--- config.mk ---
export PLATFORM = sky130hd
export DESIGN_NAME = sample_3
export DESIGN_NICKNAME = d
export VERILOG_FILES = /design/src/rtl/sample_3.sv
export SDC_FILE = /design/constraint.sdc
export NUM_CORES = 1
export LEC_CHECK = 0
export CORE_MARGIN = 5
export CORE_UTILIZATION = 40
export CTS_CLUSTER_SIZE = 14
export DETAILED_ROUTE_END_ITERATION = 7
export GPL_TIMING_DRIVEN = 1
export HOLD_SLACK_MARGIN = 0.12
export PLACE_DENSITY = 0.87
export SLEW_MARGIN = 5
export SYNTH_ARGS = -nofsm -noshare
export SYNTH_HDL_FRONTEND = slang
export SYNTH_SLANG_ARGS = --single-unit
--- constraint.sdc ---
create_clock -name clk -period 2.1 [get_ports clk]
set_input_delay 0.21 -clock clk [delete_from_list [all_inputs] [get_ports clk]]
set_output_delay 0.21 -clock clk [all_outputs]
set_load 0.01 [all_outputs]
--- src/rtl/sample_3.sv ---
// sample_3: registered four-input Boolean function evaluator.
//
// The inputs A..D form a 4-bit minterm index {A,B,C,D} with A as the MSB.
// On every qualified clock edge the index selects one bit of a 16-entry
// truth table, and that bit is registered onto F. The table resets to
// TT_RESET (F = A'.D + B.C') and can be reloaded at run time. A coverage
// register remembers which minterms have been evaluated since the last
// reset or clear.
//
// Ports:
//   clk       rising-edge clock for all state
//   rst_n     synchronous active-low reset
//   F         registered function result (holds while in_valid is low)
//   A,B,C,D   function inputs, index bits 3..0
//   in_valid  qualifies A..D for evaluation
//   out_valid F holds a result from the previous edge's valid sample
//   tt_we     truth-table write enable
//   tt_data   replacement truth table
//   tt        current truth table
//   cov_clr   clears the coverage register
//   cov       bit i set once minterm i has been evaluated
module sample_3 #(
    parameter logic [15:0] TT_RESET = 16'h30BA
) (
    input  logic        clk,
    input  logic        rst_n,
    output logic        F,
    input  logic        A,
    input  logic        B,
    input  logic        C,
    input  logic        D,
    input  logic        in_valid,
    output logic        out_valid,
    input  logic        tt_we,
    input  logic [15:0] tt_data,
    output logic [15:0] tt,
    input  logic        cov_clr,
    output logic [15:0] cov
);

    localparam int unsigned IDX_W      = 4;
    localparam int unsigned N_MINTERMS = 16;

    logic [IDX_W-1:0]      idx;
    logic [N_MINTERMS-1:0] idx_onehot;
    logic [N_MINTERMS-1:0] cov_next;

    // Minterm index of the current sample.
    assign idx = {A, B, C, D};

    assign idx_onehot = N_MINTERMS'(1) << idx;

    // Clear wins over history, but the minterm evaluated on the same edge
    // is still recorded.
    always_comb begin
        cov_next = cov;
        if (cov_clr) begin
            cov_next = '0;
        end
        if (in_valid) begin
            cov_next = cov_next | idx_onehot;
        end
    end

    // State update; evaluation reads the pre-edge table so a same-edge
    // reload only takes effect from the next edge.
    always_ff @(posedge clk) begin
        if (!rst_n) begin
            F         <= 1'b0;
            out_valid <= 1'b0;
            tt        <= TT_RESET;
            cov       <= '0;
        end else begin
            if (in_valid) begin
                F <= tt[idx];
            end
            out_valid <= in_valid;
            if (tt_we) begin
                tt <= tt_data;
            end
            cov <= cov_next;
        end
    end

endmodule

After elaboration in Yosys (flattened, before gate mapping)
Index checks and enable logic that the tools add are counted.
{"block": "classes", "magnitude_cmp": 1, "n_shift": 1, "n_mux": 4, "bitwise_logic": 1}
{"op": "two-way mux 16 bit", "count": 2}
{"op": "bitwise OR 16 bit", "count": 1}
{"op": "<< shifter 1 x 4 -> 16 bit (first input constant)", "count": 1}
{"op": "less-than comparator 4 x 5 -> 1 bit (second input constant)", "count": 1}
{"op": "binary-select mux 1 bit (select 4 bit)", "count": 1}
{"op": "two-way mux 1 bit", "count": 1}
{"block": "totals", "regBits": 34, "inputBits": 25, "out_inout_bits": 34, "elab_cells": 11}

Depth between registers and ports, before layout
Gate-level depths: netlist (run 1).
{"block": "logic_depth", "ltp_word": 3, "ltp_mapped": 5, "ltp_nobuf": 4}

Worst setup path after synthesis (run 1)
OpenSTA, ideal clock, no wires.
{"block": "synth_timing", "kind": "register to register", "startpoint": "register tt[3]", "endpoint": "register F", "setup_time_ps": 118, "arrival_ps": 1126, "required_ps": 1982, "setup_slack_ps": 856, "path_stages_with_launch": 5, "path_buffers": 0, "period_less_slack_ps": 1244, "path_cell_list": "dfxtp_1 mux4_1 mux2i_1 o22ai_1 o2bb2ai_1"}
{"block": "synth_between", "elab_chain_cells": 2}
{"element": "start: declaration", "line": "36", "rtl": "output logic [15:0] tt,"}
{"element": "start signal: assignment", "line": "79", "rtl": "tt <= tt_data;"}
{"element": "binary-select mux 1 bit (select 4 bit)", "line": "75", "rtl": "F <= tt[idx];"}
{"element": "two-way mux 1 bit (implied by the code)", "line": "75"}
{"element": "end signal: assignment", "line": "75"}
{"element": "end: declaration", "line": "27", "rtl": "output logic F,"}
No other way between the ends. The select of a mux whose other input is x is not followed.
A chain may end at the register's enable or synchronous reset.

Worst setup path after layout (run 1)
{"block": "layout_timing", "startpoint": "input port D", "endpoint": "register F"}
{"block": "layout_between", "elab_chain_cells": 2}
{"element": "start: declaration", "line": "31", "rtl": "input logic D,"}
{"element": "binary-select mux 1 bit (select 4 bit)", "line": "75"}
{"element": "two-way mux 1 bit (implied by the code)", "line": "75"}
No other way between the ends. The select of a mux whose other input is x is not followed.

==> impl_metrics.ini, run 1 <==
[finish]
nNetsFinal = 226
diodes = 0
post-route-util_pct = 61.94
area_delta_synth_final_pct = 46.92
final_layout_size_suffix_gt1_share_pct = 5.941
nFillCells = 284

[worst_hold_path]
min_path_type = in2reg
holdCritStartpoint = tt_data[4]

[run_status]
outcome = complete, no violations

[power]
clkPwrFrac_pct = 29.1
seqPwrFrac_pct = 54.2
swShare_pct = 24.20
p_per_area_nw_per_um2 = 600.3
p_sw_mw = 0.3074
p_leak_nw = 0.8156
pwr-share-comb_pct = 16.7
intPower_mw = 0.9627
ir_worst_vdd_mv = 0.3714

[global_routing]
grt_pass1_wl_mm = 5.368
grtUsageMet2_pct = 22.14
track_usage_pct = 13.64
grt_pass1_vias = 1168
grt_antenna_before_repair = 0
busiest_layer = met2
overflow = 0
use_met3_pct = 4.448
use_met1_pct = 16.80
grt_max_degree = 36

[critical_path]
crit_arrival_ns = 1.75
critical_path_class = in2reg
startpoint = D
cpLargestDelayFamily = multiplexers
cp_num_buf_inv = 1
cp_max_fo = 5
reg2reg_slack_ns = 0.81
r2r_start = tt[6]$_SDFFE_PN0P_
crit_path_cell_trace = clkdlybuf4s50_1, mux4_1, mux2i_1, o22ai_1, o2bb2ai_1
worstPathRequired_ns = 2.34
cp.depth = 5
slowest_stage = clkdlybuf4s50_1
critPathLaunchType = input pin
reg2reg_depth = 4
critPathMaxStageDelay_ns = 0.60
r2r_end = F$_SDFFE_PN0P_
cp-end-kind = flip-flop
endpoint = F$_SDFFE_PN0P_

[sta]
worstMarginPinSlew_ns = 0.5383
period_share_pct = 72.07
layout_min_cycle_time_ns = 1.514
rsz0062_at_grt = no
clock.fmax_mhz = 660.7
setup_ws_ns = 0.5864
setup-tns-final_ns = 0
setup_viol = 0
slew_headroom_pct = 64.00
finalHoldViolCount = 0
clock_skew_ns = 0.01447
maxSlewViolCount = 0

[synthesis]
avgSynthCellArea_um2 = 10.14
synth_commonest_cells = 34 x dfxtp_1, 18 x mux2i_1, 17 x and2_1, 17 x inv_1, 13 x o22ai_1
synth_seq_cells = 34
synth_area_um2 = 1440
yosysMostFrequentCell = dfxtp_1
syn-num-nets = 167
yosys.area.top_type = dfxtp_1
yosys_most_used_dff = dfxtp_1
yosys_warnings = 0
synth_top_area_share_pct = 47.26
synth_cell_types = 19
synth.area.top_cells = dfxtp_1 47%, mux2i_1 13%, and2_1 7.4%
synth_edf_count = 0
synthCells = 142
async_flop_share_pct = 0
seq_area_frac_synth_pct = 47.26

[clock_network]
cts_resized = 0
post_cts.repair.setup_buffers = 0
cts_tree = yes
postCtsHoldBufs = 0
cts_buffer_depth = 2
clock-sinks = 34
ctsHtreeMaxLevel = 2
cts_made_buffers = 5
insertion_delay_ns = 0.33
clkTransAtPathRegs_ns = 0.11
clockRootBuffer = clkbuf_4

[route]
drt-wirelength-per-cell_um = 13.09
drc = 0
ant_nets = 0
initialDrtViolationCount = 59
vias = 1197
wl_mm = 3.247
first_pass_iters = 4
avgViaCountPerCell = 4.827

[placement]
io_buffers = 58
hpwl_mm = 2.484
post-place-ws_ns = 0.2173
place_congestion = 0.7310

[die]
coreArea_um2 = 3416
io_pins = 59
die_h_um = 70
die_x_um = 70
dieArea_um2 = 4900
rows = 21
initial_core_util_pct = 42.16

[flow_run]
cap_violations = 0
==> cells in the final DEF, fill, tap and decap left out, drive strengths merged <==
cell type,n
nor2b,9
mux2i,18
clkbuf,7
buf,3
or2,1
nand2,8
nand2b,2
and2,17
dfxtp,34
o32ai,4
mux4,4
or2b,1
inv,17
o22ai,13
o2bb2ai,1
clkdlybuf4s50,58
nand3,2
clkinv,1
nand3b,2
==> worst min-delay path by stage <==
stage                                      end  slack (ns)  cells past startpoint
after floorplan           out_valid$_SDFF_PN0_        0.33                      1
after global placement     tt[13]$_SDFFE_PN1P_        0.49                      2
after detailed placement   tt[13]$_SDFFE_PN1P_        0.49                      2
after CTS                   tt[4]$_SDFFE_PN1P_        0.47                      3
after global routing        tt[5]$_SDFFE_PN1P_        0.46                      3
final                       tt[4]$_SDFFE_PN1P_        0.48                      3
==> sequential cells by signal, summed over array words and instances (netlist names) <==
| signal | cells |
|---|---|
| F | 1 |
| out_valid | 1 |
| tt | 16 |
| cov | 16 |
==> worst register-to-register path: stages (launching register included) <==
cell       delay [ns]
dfxtp_1          0.35
mux4_1           0.48
mux2i_1          0.15
o22ai_1          0.09
o2bb2ai_1        0.13
==> cell families (layout without fill, tap and decap cells) <==
kind of cell / Yosys count / after routing / share of synthesized area (%)
AOI/OAI and AO/OA: 18 / 18 / 8.688
and+or+nand+nor: 42 / 42 / 16.94
buffers and inverters: 26 / 86 / 7.558
muxes: 22 / 22 / 19.55
DFF: 34 / 34 / 47.26
==> metrics by stage <==
stage               instance area, um^2  power [mW]  hold WS (ns)  instances
finish                             2116       1.270        0.4784        248
global route                       2116       1.331        0.4627        248
CTS                                2116       1.281        0.4686        248
detailed placement                 2056      0.9172        0.4888        240
global placement                   2056      0.9144        0.4867        240
floorplan                          1440      0.8005        0.3317        142
==> per-layer routing <==
layer	wire, um	part of all wire (%)
met1	1446	45
met2	1553	48
met3	205	6.3
met4	42	1.3
met5	0	0
==> layout make-up <==
cell class | count | area [um^2] | area share, %
Clock buffer | 7 | 55.05 | 2.602
Clock inverter | 1 | 5.005 | 0.2365
Inverter | 17 | 63.81 | 3.016
Multi-Input combinational cell | 82 | 650.6 | 30.75
Sequential cell | 34 | 680.7 | 32.17
Tap cell | 46 | 57.56 | 2.720
Timing Repair Buffer | 61 | 603.1 | 28.50
==> power groups by stage <==
stage | logic [mW] | clock network, mW | registers (mW)
after floorplan | 0.0895 | 0 | 0.711
final | 0.212 | 0.369 | 0.688
after CTS | 0.215 | 0.377 | 0.689
after global routing | 0.230 | 0.409 | 0.692
after detailed placement | 0.214 | 0 | 0.703
after global placement | 0.211 | 0 | 0.703
(Power assumes the default switching activity.)
==> run 2: changes to the inputs <==
==> constraint.sdc (replaced) <==
create_clock -name clk -period 1.4 [get_ports clk]
set_input_delay 0.14 -clock clk [delete_from_list [all_inputs] [get_ports clk]]
set_output_delay 0.14 -clock clk [all_outputs]
set_load 0.01 [all_outputs]
==> run 2 against run 1 <==
  * Largest power group unchanged
  * Global-route usage up 0.99 points
  * Via count up 5.6%
  * Non-clock buffer count up 12
  * Total power up 59%
  * Core utilization up 4.5 points
  * Clock-buffer cell count up 1
  * Cell count up 4.8%
  * Clock power up 77%
  * Critical endpoint is now cov[10]
  * Sequential power up 50%
  * Highest routed layer unchanged
  * Sequential share of layout area down 2.1 points
  * Cell area up 7.3%
==> impl_metrics.ini, run 2 (synthesis results as in run 1) <==
[run_status]
outcome = complete, no violations

[clock_network]
postCtsHoldBufs = 0
cts_made_buffers = 5
clock-sinks = 34
clkTransAtPathRegs_ns = 0.10
cts_tree = yes
ctsHtreeMaxLevel = 2
clockRootBuffer = clkbuf_4
insertion_delay_ns = 0.33
post_cts.repair.setup_buffers = 0
cts_buffer_depth = 2

[power]
fin_total_pwr_mw = 2.020
ir_worst_vdd_mv = 0.6764
p_per_area_nw_per_um2 = 889.6
p_leak_nw = 1.166

[die]
coreArea_um2 = 3416
rows = 21
die_x_um = 70
io_pins = 59
dieArea_um2 = 4900
initial_core_util_pct = 42.16
die_h_um = 70

[route]
drt-wirelength-per-cell_um = 13.86
drc = 0
initialDrtViolationCount = 68
first_pass_iters = 4
ant_nets = 0
avgViaCountPerCell = 4.862
vias = 1264
wl_mm = 3.604

[critical_path]
r2r_end = F$_SDFFE_PN0P_
slowest_stage = clkdlybuf4s50_1
r2r_start = tt[6]$_SDFFE_PN0P_
crit_arrival_ns = 1.21
reg2reg_depth = 4
cp_num_buf_inv = 1
cp.depth = 1
crit_path_cell_trace = clkdlybuf4s50_1
critical_path_class = reg2out
critPathLaunchType = flip-flop
worstPathRequired_ns = 1.26
cp-end-kind = output port
cp_max_fo = 2
reg2reg_slack_ns = 0.10
cpLargestDelayFamily = buffers and inverters
critPathMaxStageDelay_ns = 0.54

[sta]
setup_ws_ns = 0.04622
setup_viol = 0
period_share_pct = 96.70
clock.fmax_mhz = 738.7
setup-tns-final_ns = 0
worstMarginPinSlew_ns = 0.2522
slew_headroom_pct = 83.14
clock_skew_ns = 0.008174
finalHoldViolCount = 0
maxSlewViolCount = 0
rsz0062_at_grt = no
whs_ns = 0.4072
layout_min_cycle_time_ns = 1.354

[worst_hold_path]
min_path_type = in2reg
hold-path-cell-count = 3
holdCritStartpoint = tt_data[5]
hold_end = tt[5]$_SDFFE_PN1P_

[placement]
io_buffers = 58
place_congestion = 0.7975
post-place-ws_ns = -0.3573
hpwl_mm = 2.745

[flow_run]
cap_violations = 0

[finish]
final_layout_size_suffix_gt1_share_pct = 12.15
multiInputGateArea_um2 = 650.6
layout_common_cells = 33 x dfxtp_1, 30 x clkdlybuf4s50_1, 18 x mux2i_1, 18 x dlymetal6s2s_1
nNetsFinal = 238
area_delta_synth_final_pct = 57.69
diodes = 0
reg.largest.list = cov x16, tt x16
final_common_cell = dfxtp_1
nFillCells = 288
seq_area_um2 = 681.9

[global_routing]
grt_antenna_before_repair = 0
overflow = 0
track_usage_pct = 14.63
grt_pass1_vias = 1241
grt_max_degree = 36
grt_pass1_wl_mm = 5.754
-- run 2: what timing repair did --
action	4_1_cts	5_1_grt
endpoints found under the setup margin	10	18
pin swaps	0	0
resized for setup	10	19
-- run 2: worst max path at each step --
stage | startpoint | endpoint | slack (ns)
after floorplan | tt[3]$_SDFFE_PN1P_ | F$_SDFFE_PN0P_ | 0.16
after global placement | D | F$_SDFFE_PN0P_ | -0.31
after detailed placement | D | F$_SDFFE_PN0P_ | -0.36
after CTS | tt[11]$_SDFFE_PN0P_ | tt[11] | 0.002
after global routing | cov[7]$_SDFF_PN0_ | cov[7] | 0.001
final | cov[10]$_SDFF_PN0_ | cov[10] | 0.05
-- run 2: per-layer routing --
layer | up-vias | routed length (um) | GRT usage [%]
li1 | 628 | - | -
met1 | 577 | 1462 | 15.99
met2 | 52 | 1853 | 25.71
met3 | 7 | 233 | 5.739
met4 | 0 | 55 | 4.894
met5 | - | 0 | 0
-- run 2: final cells by class --
type	count	share of cell area, %
tap	46	2.534
multi-input combinational	82	28.65
timing repair buffer	73	32.51
sequential	34	30.03
inverter	17	2.810
clock buffer	8	3.471
-- run 2: stage by stage --
stage	instance area, um^2	cells	util (%)
2_1_floorplan	1440	142	-
3_3_place_gp	2158	252	63.19
3_5_place_dp	2158	252	63.19
4_1_cts	2225	260	65.13
5_1_grt	2271	260	66.48
6_report	2271	260	66.48
-- run 2: report_power, final --
group	switching [mW]	internal, mW
logic	0.132	0.204
registers	0.0258	1.01
clock network	0.310	0.343
total	0.468	1.55
